### src/rtl/vscale_fetch_queue.sv
// vscale_fetch_queue
//   IF->DX instruction buffer. It replaces the single inst_DX/PC_DX pipeline
//   register with a DEPTH-entry circular queue. The queue decouples imem
//   response timing from decode stalls. Each entry holds {PC, inst, badmem}.
//   When the queue is empty it presents a NOP, so a flushed or starved decode
//   stage executes harmless bubbles.
//
//   Optional build macro: VSCALE_FETCH_QUEUE_BYPASS_EN
//     When it is defined, an enqueue into an empty queue is shown on deq_*
//     in the same cycle. If decode also accepts it, the entry is never
//     written into storage.
//
//   Ports
//     clk         rising-edge clock
//     reset       asynchronous, active-high; clears count and pointers
//     kill        flush all entries and any same-cycle enqueue/dequeue
//     enq_valid   fetch response valid
//     enq_ready   queue can accept an entry (count != DEPTH)
//     enq_PC      PC of fetched word
//     enq_inst    fetched instruction word
//     enq_badmem  fetch fault for this word
//     deq_valid   head entry valid
//     deq_ready   decode consumes the head
//     deq_PC      head PC (holds last head value when empty)
//     deq_inst    head instruction, NOP_INST when not valid
//     deq_badmem  head fault flag, 0 when not valid
//     count       number of valid entries
module vscale_fetch_queue #(
  parameter int                    XPR_LEN    = 32,
  parameter int                    INST_WIDTH = 32,
  parameter int                    DEPTH      = 4,
  parameter logic [INST_WIDTH-1:0] NOP_INST   = 32'h00000013
) (
  input  logic                       clk,
  input  logic                       reset,
  input  logic                       kill,
  input  logic                       enq_valid,
  output logic                       enq_ready,
  input  logic [XPR_LEN-1:0]         enq_PC,
  input  logic [INST_WIDTH-1:0]      enq_inst,
  input  logic                       enq_badmem,
  output logic                       deq_valid,
  input  logic                       deq_ready,
  output logic [XPR_LEN-1:0]         deq_PC,
  output logic [INST_WIDTH-1:0]      deq_inst,
  output logic                       deq_badmem,
  output logic [$clog2(DEPTH):0]     count
);

  localparam int PTR_W = $clog2(DEPTH);
  localparam int CNT_W = PTR_W + 1;

  // Storage is data only; it is deliberately left out of reset.
  logic [XPR_LEN-1:0]    r_pc_mem   [DEPTH];
  logic [INST_WIDTH-1:0] r_inst_mem [DEPTH];
  logic                  r_bad_mem  [DEPTH];

  logic [PTR_W-1:0]      r_rd_ptr;
  logic [PTR_W-1:0]      r_wr_ptr;
  logic [CNT_W-1:0]      r_count;
  logic [XPR_LEN-1:0]    r_pc_hold;

  logic                  w_full;
  logic                  w_empty;
  logic                  w_bypass;
  logic                  w_bypass_take;
  logic                  w_enq_fire;
  logic                  w_deq_fire;

  assign w_full  = (r_count == CNT_W'(DEPTH));
  assign w_empty = (r_count == '0);

`ifdef VSCALE_FETCH_QUEUE_BYPASS_EN
  // Empty queue with a live fetch: the fetched word goes straight to decode.
  assign w_bypass      = w_empty & enq_valid & ~kill;
  assign w_bypass_take = w_bypass & deq_ready;
`else
  assign w_bypass      = 1'b0;
  assign w_bypass_take = 1'b0;
`endif

  // enq_ready depends on count alone. A dequeue in the same cycle does not
  // free a slot for the enqueue, so there is no full-queue pass-through.
  assign enq_ready  = ~w_full;
  assign deq_valid  = ~w_empty | w_bypass;
  assign w_enq_fire = enq_valid & enq_ready & ~kill & ~w_bypass_take;
  assign w_deq_fire = ~w_empty & deq_ready & ~kill;
  assign count      = r_count;

  // Head presentation
  always_comb begin
    deq_PC     = r_pc_hold;
    deq_inst   = NOP_INST;
    deq_badmem = 1'b0;
    if (!w_empty) begin
      deq_PC     = r_pc_mem[r_rd_ptr];
      deq_inst   = r_inst_mem[r_rd_ptr];
      deq_badmem = r_bad_mem[r_rd_ptr];
    end else if (w_bypass) begin
      deq_PC     = enq_PC;
      deq_inst   = enq_inst;
      deq_badmem = enq_badmem;
    end
  end

  // Storage write
  always_ff @(posedge clk) begin
    if (w_enq_fire) begin
      r_pc_mem[r_wr_ptr]   <= enq_PC;
      r_inst_mem[r_wr_ptr] <= enq_inst;
      r_bad_mem[r_wr_ptr]  <= enq_badmem;
    end
  end

  // Control state: pointers and occupancy; kill overrides everything
  always_ff @(posedge clk or posedge reset) begin
    if (reset) begin
      r_rd_ptr <= '0;
      r_wr_ptr <= '0;
      r_count  <= '0;
    end else if (kill) begin
      r_rd_ptr <= '0;
      r_wr_ptr <= '0;
      r_count  <= '0;
    end else begin
      if (w_enq_fire) r_wr_ptr <= r_wr_ptr + PTR_W'(1);
      if (w_deq_fire) r_rd_ptr <= r_rd_ptr + PTR_W'(1);
      case ({w_enq_fire, w_deq_fire})
        2'b10:   r_count <= r_count + CNT_W'(1);
        2'b01:   r_count <= r_count - CNT_W'(1);
        default: r_count <= r_count;
      endcase
    end
  end

  // Remember the most recent head PC so deq_PC stays stable when empty
  always_ff @(posedge clk or posedge reset) begin
    if (reset)          r_pc_hold <= '0;
    else if (deq_valid) r_pc_hold <= deq_PC;
  end

endmodule

### config.mk
export PLATFORM = sky130hd
export DESIGN_NAME = vscale_fetch_queue
export DESIGN_NICKNAME = d
export VERILOG_FILES = /design/src/rtl/vscale_fetch_queue.sv
export SDC_FILE = /design/constraint.sdc
export NUM_CORES = 1
export LEC_CHECK = 0
export BUFFER_PORTS_ARGS = -buffer_cell sky130_fd_sc_hd__buf_2
export CAP_MARGIN = 20
export CELL_PAD_IN_SITES_DETAIL_PLACEMENT = 2
export CELL_PAD_IN_SITES_GLOBAL_PLACEMENT = 2
export CORE_AREA = 2 2 169 171
export DETAILED_ROUTE_END_ITERATION = 10
export DIE_AREA = 0 0 171 173
export PLACE_DENSITY = 0.74
export SETUP_SLACK_MARGIN = 0.02
export SLEW_MARGIN = 20
export SYNTH_ARGS = -nofsm -noshare
export SYNTH_HDL_FRONTEND = slang
export SYNTH_SLANG_ARGS = --single-unit
### constraint.sdc
create_clock -name clk -period 3.8 [get_ports clk]
set_input_delay 0.38 -clock clk [delete_from_list [all_inputs] [get_ports clk]]
set_output_delay 0.38 -clock clk [all_outputs]
set_load 0.005 [all_outputs]
==> metrics, run 1 <==
status complete, no violations; initial antenna violation count 4; leakage power 4.81 nW; GPL Wtd Cong 0.670; pwr dens 601 mW/mm2; Async SR Flop Fraction 0.130; die height 173 um; reg2reg setup slack 1240 ps; share of cells above drive strength 1 0.460; Max Freq 333 MHz; overall power 8.38 mW; maxcap violations 0; Core Region 0.0276 mm2; Post-synth EDFFs 260; CTS tree built; DRT iter0 DRCs 293; clock sinks 299; I/O Buffers 139; Die Area 0.0296 mm2; relative slew slack 0.324; die width 171 um; Slew Limit Fails 0; Post-Syn Nets 621; RSZ-0062 raised after global routing no; Ys Warns 0; DR pass1 iterations 4; post-synthesis cell type count 35; largest net degree at the start of global routing 67; post-synthesis sequential area ratio 0.744; # DRC 0; gr ovfl total 0; syn_area_per_cell 21.6 um2; Post-CTS Hold Fix Bufs 0; clock-pin slew on the worst setup and hold paths 60 ps; Layout area overhead 18.2%; synth top area cells edfxtp_1 66%, mux4_2 12%, dfrtp_1 8.3%; clock root cell clkbuf_16; top cell type's share of synthesized area 0.662; Crit. End Element output pin; DRT Wirelength 26000 um; wire per inst 23.4 um; Tmin final 3000 ps; Final #Nets 774; routed via count 5732; post_cts resized 0; final setup skew 12.4 ps; worst-case vdd ir drop 0.000376 V; Worst-Margin Slew 1010 ps; first-pass GRT wire length 40500 um; Boundary Pins 140; DRT antenna net count 0; FP Rows 61; vias in the first global route 6684; Worst EP arrival 2620 ps; CP max FO 54; cells after synthesis 546; setup TNS 0 ps; starting density of the core 0.427; commonest cells after routing, fill and taps aside 260 x edfxtp_1, 139 x buf_2, 65 x mux2_2, 65 x mux4_2; most common cell after layout, fill and taps aside edfxtp_1; share of the clock period used by the worst path 0.790; total global-route track usage 0.182; H-tree Lvls 2; clock latency on the worst-skew pair 510 ps; Post-Syn Area 0.0118 mm2; Hold Fails Final Rpt 0; area leader, netlist edfxtp_1; setup bufs post-CTS 0; Post-DP HPWL 15900 um; Seq cells post-synth 299; Worst Hold Class primary input to asynchronous set/reset pin; Synth Flop Type edfxtp_1; TritonCTS Buffers 35; Via-to-Cell Ratio 5.18; Max clock buf depth 3; critical path type flip-flop to output pin; Worst setup SP type flip-flop; final setup vio count 0; data required time of the worst path 3420 ps
## cells in the mapped netlist, types with 2 or more instances
master     instances
edfxtp_1         260
mux2_2            65
mux4_2            65
dfrtp_1           39
and2_1            35
buf_2             10
buf_6              8
inv_1              8
clkbuf_1           7
a21oi_1            4
buf_12             4
ha_1               4
nand3_1            4
nor2_1             3
or2_1              3
nand2b_1           2
nor3_1             2
nor3b_1            2
o2111ai_1          2
o21ai_0            2
o22ai_1            2
xor2_1             2
## registers in the layout, indices dropped and copies added, names as in the netlist
register,flops
r_inst_mem,128
r_pc_mem,128
r_pc_hold,32
r_bad_mem,4
count,3
r_rd_ptr,2
r_wr_ptr,2
## critical path, cell delays in order (launching register included)
cell and delay, ps:
dfrtp_1 630, nor3_4 120, inv_4 420, buf_12 330, mux2_2 410, buf_2 140
## where the power goes
part           internal (mW)  leakage [nW]  switching, mW
clock network           1.86         0.531           1.25
registers               3.84          2.83          0.160
logic                  0.713          1.45          0.553
total                   6.42          4.81           1.97
## final timing paths
path,from,endpoint,cells past startpoint
min in group clk,enq_inst[17],r_inst_mem[3][17],1
worst min-delay path,reset,r_pc_hold[26],2
worst max register to register,count[0],r_inst_mem[0][10],4
worst max-delay path,count[0],deq_PC[20],5
worst min register to register,r_pc_hold[5],r_pc_hold[5],1
max in group asynchronous,reset,r_rd_ptr[0],2
## stage by stage
stage | instance area [um2] | cells | utilization | worst slack (ps) | hold slack, ps
2_1_floorplan | 11800 | 546 | - | 787 | 477
6_report | 14000 | 1107 | 0.505 | 799 | 13.0
3_5_place_dp | 12900 | 1040 | 0.466 | 1260 | 496
5_1_grt | 13900 | 1102 | 0.505 | 626 | 67.7
4_1_cts | 13900 | 1102 | 0.505 | 716 | 65.9
3_3_place_gp | 12900 | 1040 | 0.466 | 1280 | 486
## kinds of logic (layout without fill, tap and decap cells)
family,count (synthesis),in the layout,synth area share
AO/OA/AOI/OAI,15,15,0.00859
XOR/XNOR,3,3,0.00223
adder cells (fa/ha/maj),5,5,0.00594
buffers and inverters,40,218,0.0247
flip-flops,299,299,0.744
multiplexers,130,130,0.186
other,0,5,0
AND/OR/NAND/NOR,54,54,0.0282
## per-layer routing
metal / track usage / wire length (um) / up-vias / share of wire
li1: - / - / 2521 / -
met1: 0.231 / 10800 / 3029 / 0.42
met2: 0.312 / 13300 / 137 / 0.51
met3: 0.0442 / 1380 / 45 / 0.053
met4: 0.0516 / 519 / 0 / 0.020
met5: 0 / 0 / - / 0
## layout make-up
| class | count | area, um2 |
|---|---|---|
| flip-flops and latches | 299 | 8790 |
| well taps | 378 | 473 |
| multi-input cells | 207 | 2740 |
| clock inverters | 19 | 105 |
| inverters | 9 | 37.5 |
| diodes | 5 | 12.5 |
| fillers | 2477 | 13700 |
| clock buffers | 43 | 968 |
| repair buffers | 147 | 831 |
(Power assumes the default switching activity.)
==> run 2, diff against run 1 <==
Clock period 3.8 ns to 2.8 ns, I/O delays scaled along.
==> metrics, run 2 (synthesis results as in run 1) <==
Crit. End Element output pin; Hold Path Stages 2; first-pass GRT wire length 43400 um (+7.2%); vias in the first global route 7084 (+6.0%); Max Freq 379 MHz; part of the power in combinational logic 0.169 (+0.018); Die Area 0.0296 mm2 (unchanged); clock root cell clkbuf_16; CP max stage cell dfrtp_1; relative slew slack 0.647 (+0.322); clock-pin slew on the worst setup and hold paths 60 ps (about the same); FILL cells 2416 (-2.5%); setup TNS 0 ps (unchanged); die height 173 um (unchanged); DR pass1 iterations 6 (+2); TritonCTS Buffers 31 (-11%); commonest cells after routing, fill and taps aside 260 x edfxtp_1, 139 x buf_2, 66 x dlygate4sd3_1, 65 x mux2_2, 65 x mux4_2; most common cell after layout, fill and taps aside edfxtp_1; Hold Fails Final Rpt 0 (unchanged); DRT Wirelength 28500 um (+9.6%); Top Registers r_inst_mem: 128 flops, r_pc_mem: 128 flops, r_pc_hold: 32 flops; Core Region 0.0276 mm2 (unchanged); gr ovfl total 0 (unchanged); share of cells above drive strength 1 0.436 (-0.0237); Worst-Margin Slew 526 ps (-488 ps); CTS tree built; part of the power in registers 0.474 (-0.003); instance count on the critical path 5 (unchanged); Tmin final 2640 ps; die width 171 um (unchanged); grt met3 use 0.0332 (-0.0110); starting density of the core 0.427 (unchanged); data required time of the worst path 2520 ps (-900 ps); leakage power 5.14 nW (+6.8%); worst-case vdd ir drop 0.000475 V (+26%); Max clock buf depth 3 (unchanged); buffer and inverter count on the worst path 3 (unchanged); total global-route track usage 0.195 (+0.0130); Crit path largest cell delay 570 ps (-60 ps); Psw 2.69 mW (+37%); # DRC 0 (unchanged); status complete, no violations; wire per inst 24.1 um (+2.9%); Worst EP arrival 2360 ps (-260 ps); Boundary Pins 140 (unchanged); initial antenna violation count 2 (-2); pwr dens 773 mW/mm2 (+29%); Worst setup SP type flip-flop; DRT iter0 DRCs 384 (+31%); routed via count 6141 (+7.1%); final setup vio count 0 (unchanged); share of the clock period used by the worst path 0.943; CP top delay family buffers and inverters; RSZ-0062 raised after global routing no; met1 GRT Util 0.236 (+0.00517); met2 Use GR 0.362 (+0.0502); Clk pwr share 0.357 (-0.015); H-tree Lvls 1 (-1); maxcap violations 0 (unchanged); final setup skew 11.3 ps (-1.13 ps); largest net degree at the start of global routing 40 (-40%); Pint 8.68 mW (+35%); Worst R2R Path Depth 4 (unchanged); Post-DP HPWL 17900 um (+13%); FP Rows 61 (unchanged); Worst Hold Class primary input to flip-flop; Slew Limit Fails 0 (unchanged); critical path type flip-flop to output pin; Layout area overhead 24.7%; GPL Wtd Cong 0.739 (+10%); Via-to-Cell Ratio 5.21 (+0.59%); Most Used Layer, Global Route met2; switching share of total power 0.236 (+0.00165); clock latency on the worst-skew pair 550 ps (+40 ps); clock sinks 299 (unchanged); CP max FO 27 (-50%); Final #Nets 852 (+10%); Final Core Density 0.532 (+0.0274); DRT antenna net count 0 (unchanged); crit-path cells nor3_4, inv_4, buf_4, mux2_2, buf_2; I/O Buffers 139 (unchanged)
run 2: changes by cell type in the layout (fill, tap and decap cells not counted), moves of 3 or more:
cell,delta
buf_12,+4
clkinv_1,-5
dlygate4sd3_1,+66
bufinv_16,+3
buf_4,+11
clkbuf_16,-6
diode_2,-4
run 2: power by group through the flow:
stage                     clock network [mW]  registers [mW]  logic [mW]
after floorplan                            0            5.39        1.20
after global routing                    4.31            5.43        2.09
final                                   4.06            5.39        1.92
after CTS                               4.16            5.40        1.95
after detailed placement                   0            5.50        1.83
after global placement                     0            5.46        1.75
run 2: repair_timing:
item                       4_1_cts  5_1_grt
setup buffers                    3        1
setup endpoints to repair       21       26
hold endpoints to repair       260       15
hold buffers                    65        1
pin swaps                        0        0
resized for setup                0        2
run 2: layout make-up:
cell class | instances | area [um2] | area share
Clock inverter | 19 | 191 | 0.0130
Antenna cell | 1 | 2.50 | 0.000170
Timing Repair Buffer | 229 | 1670 | 0.113
Tap cell | 378 | 473 | 0.0322
Inverter | 9 | 36.3 | 0.00247
Sequential cell | 299 | 8790 | 0.598
Clock buffer | 37 | 808 | 0.0549
Multi-Input combinational cell | 207 | 2740 | 0.186
run 2: metrics by stage:
stage	worst slack, ps	area (um2)	power [mW]	hold WS (ps)	cells
2_1_floorplan	572	11800	6.60	379	546
3_3_place_gp	573	13000	7.21	485	1051
3_5_place_dp	440	13000	7.33	496	1051
4_1_cts	24.5	14700	11.5	0.974	1175
5_1_grt	31.7	14700	11.8	36.2	1179
6_report	161	14700	11.4	42.1	1179
run 2: metal layers:
metal	part of all wire	up-vias
met5	0.00046	-
met4	0.019	2
met3	0.041	46
met2	0.54	150
met1	0.40	3270
li1	-	2673
run 2: path summary, 6_finish.rpt:
check / start / to / slack [ps]
max: count[2] / deq_PC[28] / 160
min: kill / r_wr_ptr[0] / 40
max reg2reg: count[2] / r_pc_mem[2][18] / 480
min reg2reg: r_pc_hold[11] / r_pc_hold[11] / 500
max in group asynchronous: reset / r_rd_ptr[0] / 1990
min in group asynchronous: reset / r_pc_hold[25] / 290
==> run 3, diff against run 2 <==
Settings changed: SETUP_SLACK_MARGIN 0.02 to 0.2.
==> metrics, run 3 (synthesis results as in run 1) <==
clock sinks 299 (unchanged); I/O Buffers 139 (unchanged); CP max FO 11 (-59%); setup TNS 0 ps (unchanged); commonest cells after routing, fill and taps aside 260 x edfxtp_1, 139 x buf_2, 66 x dlygate4sd3_1, 65 x mux2_2, 65 x mux4_2; H-tree Lvls 1 (unchanged); data required time of the worst path 2520 ps (about the same); CP max stage cell dfrtp_4; Layout area overhead 26.9%; Worst setup SP type flip-flop; starting density of the core 0.427 (unchanged); largest net degree at the start of global routing 40 (unchanged); Worst-Margin Slew 542 ps (+16.6 ps); reg2reg setup slack 420 ps (-60 ps); clock-pin slew on the worst setup and hold paths 60 ps (about the same); Slew Limit Fails 0 (unchanged); die height 173 um (unchanged); most common cell after layout, fill and taps aside edfxtp_1; maxcap violations 0 (unchanged); clock latency on the worst-skew pair 550 ps (about the same); worst-case vdd ir drop 0.000481 V (+1.3%); Die Area 0.0296 mm2 (unchanged); instance count on the critical path 6 (+1); Core Region 0.0276 mm2 (unchanged); Crit. End Element output pin; DRT antenna net count 0 (unchanged); FP Rows 61 (unchanged); RSZ-0062 raised after global routing yes; Max clock buf depth 3 (unchanged); DR pass1 iterations 4 (-2); WHS Endpoint r_wr_ptr[0]; Final #Nets 872 (+2.3%); CP top delay family buffers and inverters; status complete, no violations; Worst R2R Path Depth 5 (+1); pwr dens 769 mW/mm2 (-0.51%); vias in the first global route 7112 (+0.40%); Hold Fails Final Rpt 0 (unchanged); initial antenna violation count 2 (unchanged); cell count after placement 1051 (unchanged); DRT iter0 DRCs 321 (-16%); Boundary Pins 140 (unchanged); leakage power 5.28 nW (+2.7%); wire per inst 24.2 um (+0.36%); Final Non-Filler Cells 1199 (+1.7%); Max Freq 391 MHz (+3.1%); die width 171 um (unchanged); overall power 11.5 mW (+1.2%); Hold Path Stages 2 (unchanged); Most Frequent Cell on Critical Path buf_4; share of cells above drive strength 1 0.451 (+0.0150); Worst Hold Class primary input to flip-flop; # DRC 0 (unchanged); first-pass GRT wire length 43600 um (+0.38%); Via-to-Cell Ratio 5.19 (-0.27%); GPL Wtd Cong 0.739 (unchanged); DRT Wirelength 29000 um (+2.1%); min-delay src kill; clock root cell clkbuf_16; relative slew slack 0.636 (-0.0111); RR Startpoint count[2]; Crit path largest cell delay 480 ps (-90 ps); total global-route track usage 0.196 (+0.000755); r2r endpoint r_pc_mem[2][18]; CTS tree built; TritonCTS Buffers 31 (unchanged); Worst EP arrival 2280 ps (-80 ps); final setup skew 10.8 ps (-0.432 ps); Top Registers r_inst_mem: 128 flops, r_pc_mem: 128 flops, r_pc_hold: 32 flops; crit-path cells buf_4, buf_4, clkbuf_16, mux4_2, and2_1, buf_2; critical path type flip-flop to output pin; routed via count 6228 (+1.4%); buffer and inverter count on the worst path 4 (+1); final setup vio count 0 (unchanged); Tmin final 2560 ps (-78.9 ps); gr ovfl total 0 (unchanged); Post-DP HPWL 17900 um (unchanged); share of the clock period used by the worst path 0.914 (-0.0282)
==> run 3: repair_timing <==
| action | in CTS | in global routing |
|---|---|---|
| resized for setup | 4 | 12 |
| gates cloned | 0 | 2 |
| pin swaps | 0 | 1 |
| buffers inserted | 4 | 18 |
| hold buffers | 65 | 1 |
| endpoints found under the hold margin | 260 | 15 |
| setup endpoints to repair | 61 | 33 |
==> run 3: metrics by stage <==
step	utilization	setup slack (ps)	cell area (um2)	hold slack, ps
floorplan	-	572	11800	379
global placement	0.470	573	13000	485
detailed placement	0.470	440	13000	496
CTS	0.532	146	14700	0.898
global route	0.542	178	15000	38.8
finish	0.542	240	15000	40.5
==> run 3: area by class of cell <==
cell class	instances	area, um2
Multi-Input combinational cell	207	2740
Fill cell	2397	12700
Tap cell	378	473
Clock inverter	19	191
Timing Repair Buffer	249	1900
Inverter	9	60.1
Sequential cell	299	8790
Clock buffer	37	808
Antenna cell	1	2.50
==> run 3: worst max-delay path by stage <==
stage / start / to / slack (ps)
after floorplan: count[2] / r_bad_mem[0] / 570
after global routing: r_rd_ptr[0] / deq_inst[26] / 180
final: r_rd_ptr[0] / deq_inst[18] / 240
after global placement: r_rd_ptr[0] / deq_PC[9] / 570
after CTS: r_rd_ptr[0] / deq_PC[12] / 150
after detailed placement: count[0] / r_pc_mem[2][18] / 440
==> run 3: report_power, final <==
group | total, mW | switching [mW] | leakage, nW | internal (mW)
logic | 2.06 | 0.896 | 1.97 | 1.17
registers | 5.38 | 0.167 | 2.82 | 5.21
clock network | 4.07 | 1.66 | 0.486 | 2.41
total | 11.5 | 2.73 | 5.28 | 8.78
==> run 3: routing by layer <==
layer	track usage	vias to the layer above	wire length [um]
met5	0	-	13
met4	0.0484	2	622
met3	0.0339	49	1230
met2	0.360	155	15700
met1	0.238	3306	11500
li1	-	2716	-
